===== src/rtl/decode_stage.sv =====
// decode_stage: second stage of the RV32I pipeline.
//   Captures PC/instruction from fetch in the IF/ID register (stall, flush),
//   holds the 32x32 register file written from WB, and presents register
//   addresses, operand data (with WB write-through) and the immediate.
// Ports:
//   i_clk, i_rst (async, active-low)
//   i_pc, i_instruct        fetch outputs
//   i_stall, i_flush        hazard control (flush wins)
//   i_wb_en, i_wb_rd, i_wb_data   register-file write port
//   o_pc, o_instruct, o_valid     IF/ID contents
//   o_rs1_addr, o_rs2_addr, o_rd_addr, o_rs1_data, o_rs2_data, o_imm
module decode_stage #(
  parameter logic [31:0] NOP = 32'h0000_0013
) (
  input  logic        i_clk,
  input  logic        i_rst,
  input  logic [31:0] i_pc,
  input  logic [31:0] i_instruct,
  input  logic        i_stall,
  input  logic        i_flush,
  input  logic        i_wb_en,
  input  logic [4:0]  i_wb_rd,
  input  logic [31:0] i_wb_data,
  output logic [31:0] o_pc,
  output logic [31:0] o_instruct,
  output logic        o_valid,
  output logic [4:0]  o_rs1_addr,
  output logic [4:0]  o_rs2_addr,
  output logic [4:0]  o_rd_addr,
  output logic [31:0] o_rs1_data,
  output logic [31:0] o_rs2_data,
  output logic [31:0] o_imm
);

  localparam int unsigned XLEN = 32;
  localparam int unsigned NREG = 32;
  localparam int unsigned AW   = 5;

  localparam logic [6:0] OP_IMM    = 7'b0010011;
  localparam logic [6:0] OP_LOAD   = 7'b0000011;
  localparam logic [6:0] OP_JALR   = 7'b1100111;
  localparam logic [6:0] OP_STORE  = 7'b0100011;
  localparam logic [6:0] OP_BRANCH = 7'b1100011;
  localparam logic [6:0] OP_LUI    = 7'b0110111;
  localparam logic [6:0] OP_AUIPC  = 7'b0010111;
  localparam logic [6:0] OP_JAL    = 7'b1101111;

  logic [XLEN-1:0] regs [NREG];
  logic            wb_write;

  // Writes to x0 are dropped here so x0 never holds anything but zero.
  assign wb_write = i_wb_en && (i_wb_rd != AW'(0));

  // IF/ID pipeline register; flush has priority over stall.
  always_ff @(posedge i_clk or negedge i_rst) begin
    if (!i_rst) begin
      o_pc       <= '0;
      o_instruct <= NOP;
      o_valid    <= 1'b0;
    end else if (i_flush) begin
      o_pc       <= '0;
      o_instruct <= NOP;
      o_valid    <= 1'b0;
    end else if (!i_stall) begin
      o_pc       <= i_pc;
      o_instruct <= i_instruct;
      o_valid    <= 1'b1;
    end
  end

  // Register file; WB writes are independent of stall/flush.
  always_ff @(posedge i_clk or negedge i_rst) begin
    if (!i_rst) begin
      for (int i = 0; i < NREG; i++) regs[i] <= '0;
    end else if (wb_write) begin
      regs[i_wb_rd] <= i_wb_data;
    end
  end

  assign o_rs1_addr = o_instruct[19:15];
  assign o_rs2_addr = o_instruct[24:20];
  assign o_rd_addr  = o_instruct[11:7];

  // Read ports with same-cycle write-through from WB.
  always_comb begin
    o_rs1_data = '0;
    if (o_rs1_addr != AW'(0)) begin
      if (wb_write && (i_wb_rd == o_rs1_addr)) o_rs1_data = i_wb_data;
      else                                     o_rs1_data = regs[o_rs1_addr];
    end
  end

  always_comb begin
    o_rs2_data = '0;
    if (o_rs2_addr != AW'(0)) begin
      if (wb_write && (i_wb_rd == o_rs2_addr)) o_rs2_data = i_wb_data;
      else                                     o_rs2_data = regs[o_rs2_addr];
    end
  end

  // Immediate generation by opcode; unknown opcodes (and R-type) give 0.
  always_comb begin
    o_imm = '0;
    case (o_instruct[6:0])
      OP_IMM, OP_LOAD, OP_JALR:
        o_imm = {{20{o_instruct[31]}}, o_instruct[31:20]};
      OP_STORE:
        o_imm = {{20{o_instruct[31]}}, o_instruct[31:25], o_instruct[11:7]};
      OP_BRANCH:
        o_imm = {{19{o_instruct[31]}}, o_instruct[31], o_instruct[7],
                 o_instruct[30:25], o_instruct[11:8], 1'b0};
      OP_LUI, OP_AUIPC:
        o_imm = {o_instruct[31:12], 12'b0};
      OP_JAL:
        o_imm = {{11{o_instruct[31]}}, o_instruct[31], o_instruct[19:12],
                 o_instruct[20], o_instruct[30:21], 1'b0};
      default:
        o_imm = '0;
    endcase
  end

endmodule

===== config.mk =====
export PLATFORM = sky130hd
export DESIGN_NAME = decode_stage
export DESIGN_NICKNAME = d
export VERILOG_FILES = /design/src/rtl/decode_stage.sv
export SDC_FILE = /design/constraint.sdc
export NUM_CORES = 2
export LEC_CHECK = 0
export ABC_AREA = 0
export CORE_ASPECT_RATIO = 0.6
export CORE_MARGIN = 10
export CORE_UTILIZATION = 66
export DETAILED_ROUTE_END_ITERATION = 6
export PLACE_DENSITY = 0.86
export SLEW_MARGIN = 20
export SYNTH_ARGS = -nofsm -noshare
export SYNTH_HDL_FRONTEND = slang
export SYNTH_SLANG_ARGS = --single-unit

===== constraint.sdc =====
create_clock -name i_clk -period 5.8 [get_ports i_clk]
set_input_delay 1.74 -clock i_clk [delete_from_list [all_inputs] [get_ports i_clk]]
set_output_delay 1.74 -clock i_clk [all_outputs]
set_load 0.1 [all_outputs]

# Word level (Yosys, flattened, before mapping)
# Index checks and enable logic that the tools add are counted.
[word_totals]
reg_bits = 1089
input_bits = 106
output_inout_bits = 176
[op_classes]
order_cmp = 4
n_bitwise = 3
reduce_logical = 9
n_eq_ne = 11
muxes = 20
[op_table]
columns = ["operator", "n"]
rows = [
  ["1024-bit bitwise mux", 1],
  ["32-bit two-way mux", 13],
  ["32-bit binary-select mux with 5-bit select", 2],
  ["32-bit demux with 5-bit select", 1],
  ["32-bit one-hot mux with 5 select lines", 1],
  ["7-bit equality test, second input constant", 3],
  ["6-bit >= comparator, second input constant", 3],
  ["5-bit inverter with 6-bit output", 3],
  ["5-bit nonzero test", 3],
  ["7-bit by 5-bit equality test with 1-bit output, second input constant", 2],
  ["7-bit by 6-bit equality test with 1-bit output, second input constant", 2],
  ["5-bit equality test", 2],
  ["7-bit by 2-bit equality test with 1-bit output, second input constant", 1],
  ["6-bit by 1-bit < comparator with 1-bit output, second input constant", 1],
  ["1-bit logical AND", 4],
  ["3-bit OR reduction", 1],
  ["1-bit two-way mux", 2],
  ["2-bit by 1-bit inequality test with 1-bit output, second input constant", 1],
  ["2-bit OR reduction", 1],
]

# Logic depth before layout (Yosys ltp)
[depth]
ltp_word = 6
ltp_mapped = 10
depth_no_buf = 5

# Worst setup path before layout
# No wires, ideal clock.
[synth_path]
path_kind = "in2out"
start = "input port i_wb_rd[2]"
end = "output port o_rs1_data[8]"
arrival_time_ns = 4.808
stages = 6
slack_ns = -0.748
path_cell_list = "buf_2 nor3_1 a21bo_2 nor3_2 buf_2 o21ai_0"
[synth_between]
elab_chain_len = 5
word_cells_on_any_way = 6
[synth_rtl]
columns = ["item", "line", "rtl"]
rows = [
  ["start: declaration", "22", "input logic [4:0] i_wb_rd,"],
  ["5-bit nonzero test", "52", "assign wb_write = i_wb_en && (i_wb_rd != AW'(0));"],
  ["1-bit logical AND", "52", ""],
  ["1-bit logical AND (*)", "88", "if (wb_write && (i_wb_rd == o_rs1_addr)) o_rs1_data = i_wb_data;"],
  ["32-bit two-way mux (*)", "88", ""],
  ["32-bit two-way mux (*)", "87", "if (o_rs1_addr != AW'(0)) begin"],
  ["end: declaration", "30", "output logic [31:0] o_rs1_data,"],
]
# Mark *: on every way between the ends. The rest lies on a longest branch, timed or not.

# Worst setup path in the final report
[layout_path]
start = "input port i_wb_rd[0]"
end = "output port o_rs2_data[20]"
[layout_between]
elab_chain_len = 5
word_cells_on_any_way = 6
[layout_rtl]
columns = ["item", "line", "rtl"]
rows = [
  ["5-bit nonzero test", "52", ""],
  ["1-bit logical AND", "52", ""],
  ["1-bit logical AND (*)", "96", "if (wb_write && (i_wb_rd == o_rs2_addr)) o_rs2_data = i_wb_data;"],
  ["32-bit two-way mux (*)", "96", ""],
  ["32-bit two-way mux (*)", "95", "if (o_rs2_addr != AW'(0)) begin"],
  ["end: declaration", "31", "output logic [31:0] o_rs2_data,"],
]
# Marks and branches as above.

==> impl_metrics.env <==
export IMPL_outcome="completed"
export IMPL_crit_path_end_kind="primary output"
export IMPL_routed_wl_mm=200
export IMPL_hold_viol_final=0
export IMPL_start_util_pct=66.7
export IMPL_yosysMostFrequentCell="dfrtp_1"
export IMPL_rsz0062_at_grt="yes"
export IMPL_post_dp_cell_area_um2=63400
export IMPL_cts_root_buf="clkbuf_16"
export IMPL_grt_pass1_vias=43200
export IMPL_fin_area_um2=66800
export IMPL_slew_violations=0
export IMPL_crit_arrival_ps=4050
export IMPL_viasPerCell=7.68
export IMPL_async_reset_ff_share_pct=100
export IMPL_worst_pin_slew_ps=1150
export IMPL_vias=42500
export IMPL_synth_net_count=4309
export IMPL_synth_top_cell_area_share_pct=46.5
export IMPL_startpoint="i_wb_rd[0]"
export IMPL_reg2reg_slack_ps=3920
export IMPL_cp_start_kind="input pin"
export IMPL_slowest_stage="clkdlybuf4s50_1"
export IMPL_dp_hpwl_mm=119
export IMPL_postRouteAntennaNets=0
export IMPL_drive_gt1_share_pct=43.7
export IMPL_antenna_found_initial=4
export IMPL_power_density_nw_per_um2=341
export IMPL_yosys_area_top_type="dfrtp_1"
export IMPL_fin_crit_ps=5790
export IMPL_io_buffer_count=281
export IMPL_core_rowCount=84
export IMPL_peakVddDrop_uv=293
export IMPL_ctsHoldBuffers=0
export IMPL_core_area_um2=87800
export IMPL_path_clk_slew_ps=60
export IMPL_fmaxAchievable_mhz=173
export IMPL_htree_levels=3
export IMPL_max_stage_delay_ps=590
export IMPL_worstSetupEndpoint="o_rs2_data[20]"
export IMPL_path_class="input pin to primary output"
export IMPL_cp_max_fo=13
export IMPL_yosys_top_cells_area="dfrtp_1, mux2_2, mux4_2"
export IMPL_synth_edf_count=0
export IMPL_final_nets=4402
export IMPL_leakage_nw=28.2
export IMPL_avgSynthCellArea_um2=13.9
export IMPL_setup_ws_ps=5.63
export IMPL_period_share_pct=99.9
export IMPL_rr_startpoint="o_instruct[21]"
export IMPL_pre_cts_slack_ps=18.7
export IMPL_die_area_um2=101000
export IMPL_final_cells=5534
export IMPL_synthesis_area_um2=58500
export IMPL_grt_use_total_pct=38.7
export IMPL_ff2ff_path_depth=3
export IMPL_ys_flop_type="dfrtp_1"
export IMPL_grt_start_max_net_pins=141
export IMPL_gp_congestion=0.883
export IMPL_clock_sinks=1089
export IMPL_hold_class="flop to flop"
export IMPL_fin_skew_ps=0
export IMPL_die_x_um=404
export IMPL_worstPathCellList="clkdlybuf4s50_1 -> nor2_1 -> a21bo_2 -> nor4_4 -> buf_12 -> a21oi_4 -> buf_12 -> a32o_1 -> buf_12"
export IMPL_finalSetupViolations=0
export IMPL_synth_cell_type_count=70
export IMPL_cts_tree="built"
export IMPL_clock_latency_ps=700
export IMPL_crit_top_cell="buf_12"
export IMPL_numCtsBuffers=98
export IMPL_fillerInstances=5049
export IMPL_drtIter0Drc=6398
export IMPL_rr_endpoint="o_instruct[21]"
export IMPL_ys_ff_latch=1089
export IMPL_overflow=0
export IMPL_syn_instance_count=4203
export IMPL_maxSlewHeadroom_pct=22.8
export IMPL_synthTopCellsByCount="dfrtp_1, mux2_2, mux2i_1"
export IMPL_drc=0
export IMPL_place_inst=5356
export IMPL_ios=282
export IMPL_yosysSeqAreaShare_pct=46.6
export IMPL_wl_per_cell_um=36.1
export IMPL_clk_path_buf_depth=3
export IMPL_grt_pass1_wl_mm=293
export IMPL_syn_to_final_growth_pct=14.2
export IMPL_ys_warn_count=0
export IMPL_utilization_pct=76.1
export IMPL_firstDrtPassIters=6
export IMPL_die_h_um=251
export IMPL_required_ps=4060
export IMPL_maxCapViolations=0
-- timing repair --
action                     CTS  global route
resized for setup            0             2
setup endpoints to repair    0            46
setup buffers                0             1
-- stage by stage --
stage	setup TNS, ps	power [mW]	hold WS, ps
6_report	0	22.8	395
5_1_grt	-248	23.4	406
4_1_cts	0	22.6	398
3_5_place_dp	0	15.6	383
3_3_place_gp	0	15.3	379
2_1_floorplan	-2240	13.7	441
-- final cells by class --
type | count | area, um^2 | share of cell area [%]
Clock buffer | 137 | 2850 | 4.27
Multi-Input combinational cell | 2618 | 29200 | 43.6
Antenna cell | 1 | 2.50 | 0.00375
Inverter | 7 | 26.3 | 0.0393
Tap cell | 1161 | 1450 | 2.17
Clock inverter | 39 | 552 | 0.826
Sequential cell | 1089 | 27300 | 40.8
Timing Repair Buffer | 482 | 5490 | 8.22
-- cell usage in the layout, fill, tap and decap left out, drive strengths merged, types with 22 or more instances in the layout --
| cell | netlist | layout |
|---|---|---|
| mux2 | 1014 | 1014 |
| mux2i | 370 | 370 |
| nand2b | 22 | 22 |
| o221ai | 34 | 34 |
| mux4 | 364 | 364 |
| clkdlybuf4s50 | 0 | 187 |
| nand2 | 125 | 125 |
| a22oi | 66 | 66 |
| o21ai | 45 | 45 |
| buf | 216 | 295 |
| o22ai | 37 | 37 |
| a32o | 32 | 32 |
| a21oi | 60 | 60 |
| dfrtp | 1086 | 1086 |
| a211oi | 35 | 35 |
| clkbuf | 271 | 137 |
| nor3 | 33 | 33 |
| nor2 | 106 | 106 |
| a221oi | 74 | 74 |
| clkinv | 0 | 23 |
-- worst max-delay path: cells and delay by family --
kind                   cells  cell delay (ps)
AO/OA/AOI/OAI              3              610
AND/OR/NAND/NOR            2              450
buffers and inverters      4             1210
-- kinds of logic after synthesis --
kind of cell	share of synthesized area (%)
xor+xnor	0.150
mux	39.9
buf+inv	4.06
simple gates	2.98
flops	46.6
compound gates	6.30
-- routing by layer --
layer	GRT usage, %	up-vias	share of wire [%]
li1	-	16200	-
met3	14.2	860	14
met5	0	-	0.024
met1	50.9	21800	36
met2	55.3	3569	43
met4	21.9	6	6.8
-- registers in the layout, indices dropped and copies added (netlist names) --
signal,flops
regs,1024
o_instruct,32
o_pc,32
o_valid,1
-- power breakdown --
group	leakage [nW]	internal [mW]	switching, mW
Combinational	12.6	2.76	2.80
Sequential	14.0	8.98	1.21
Clock	1.69	4.00	3.03
-- worst min path at each step --
stage / from / to / slack [ps] / depth (start not counted)
after floorplan: regs[1000] / regs[1000] / 440 / 1
after global placement: regs[1004] / regs[1004] / 380 / 0
after detailed placement: regs[1004] / regs[1004] / 380 / 0
after CTS: regs[998] / regs[998] / 400 / 0
after global routing: regs[998] / regs[998] / 410 / 0
final: regs[1008] / regs[1008] / 400 / 0
Power figures use the tool's default switching activity.
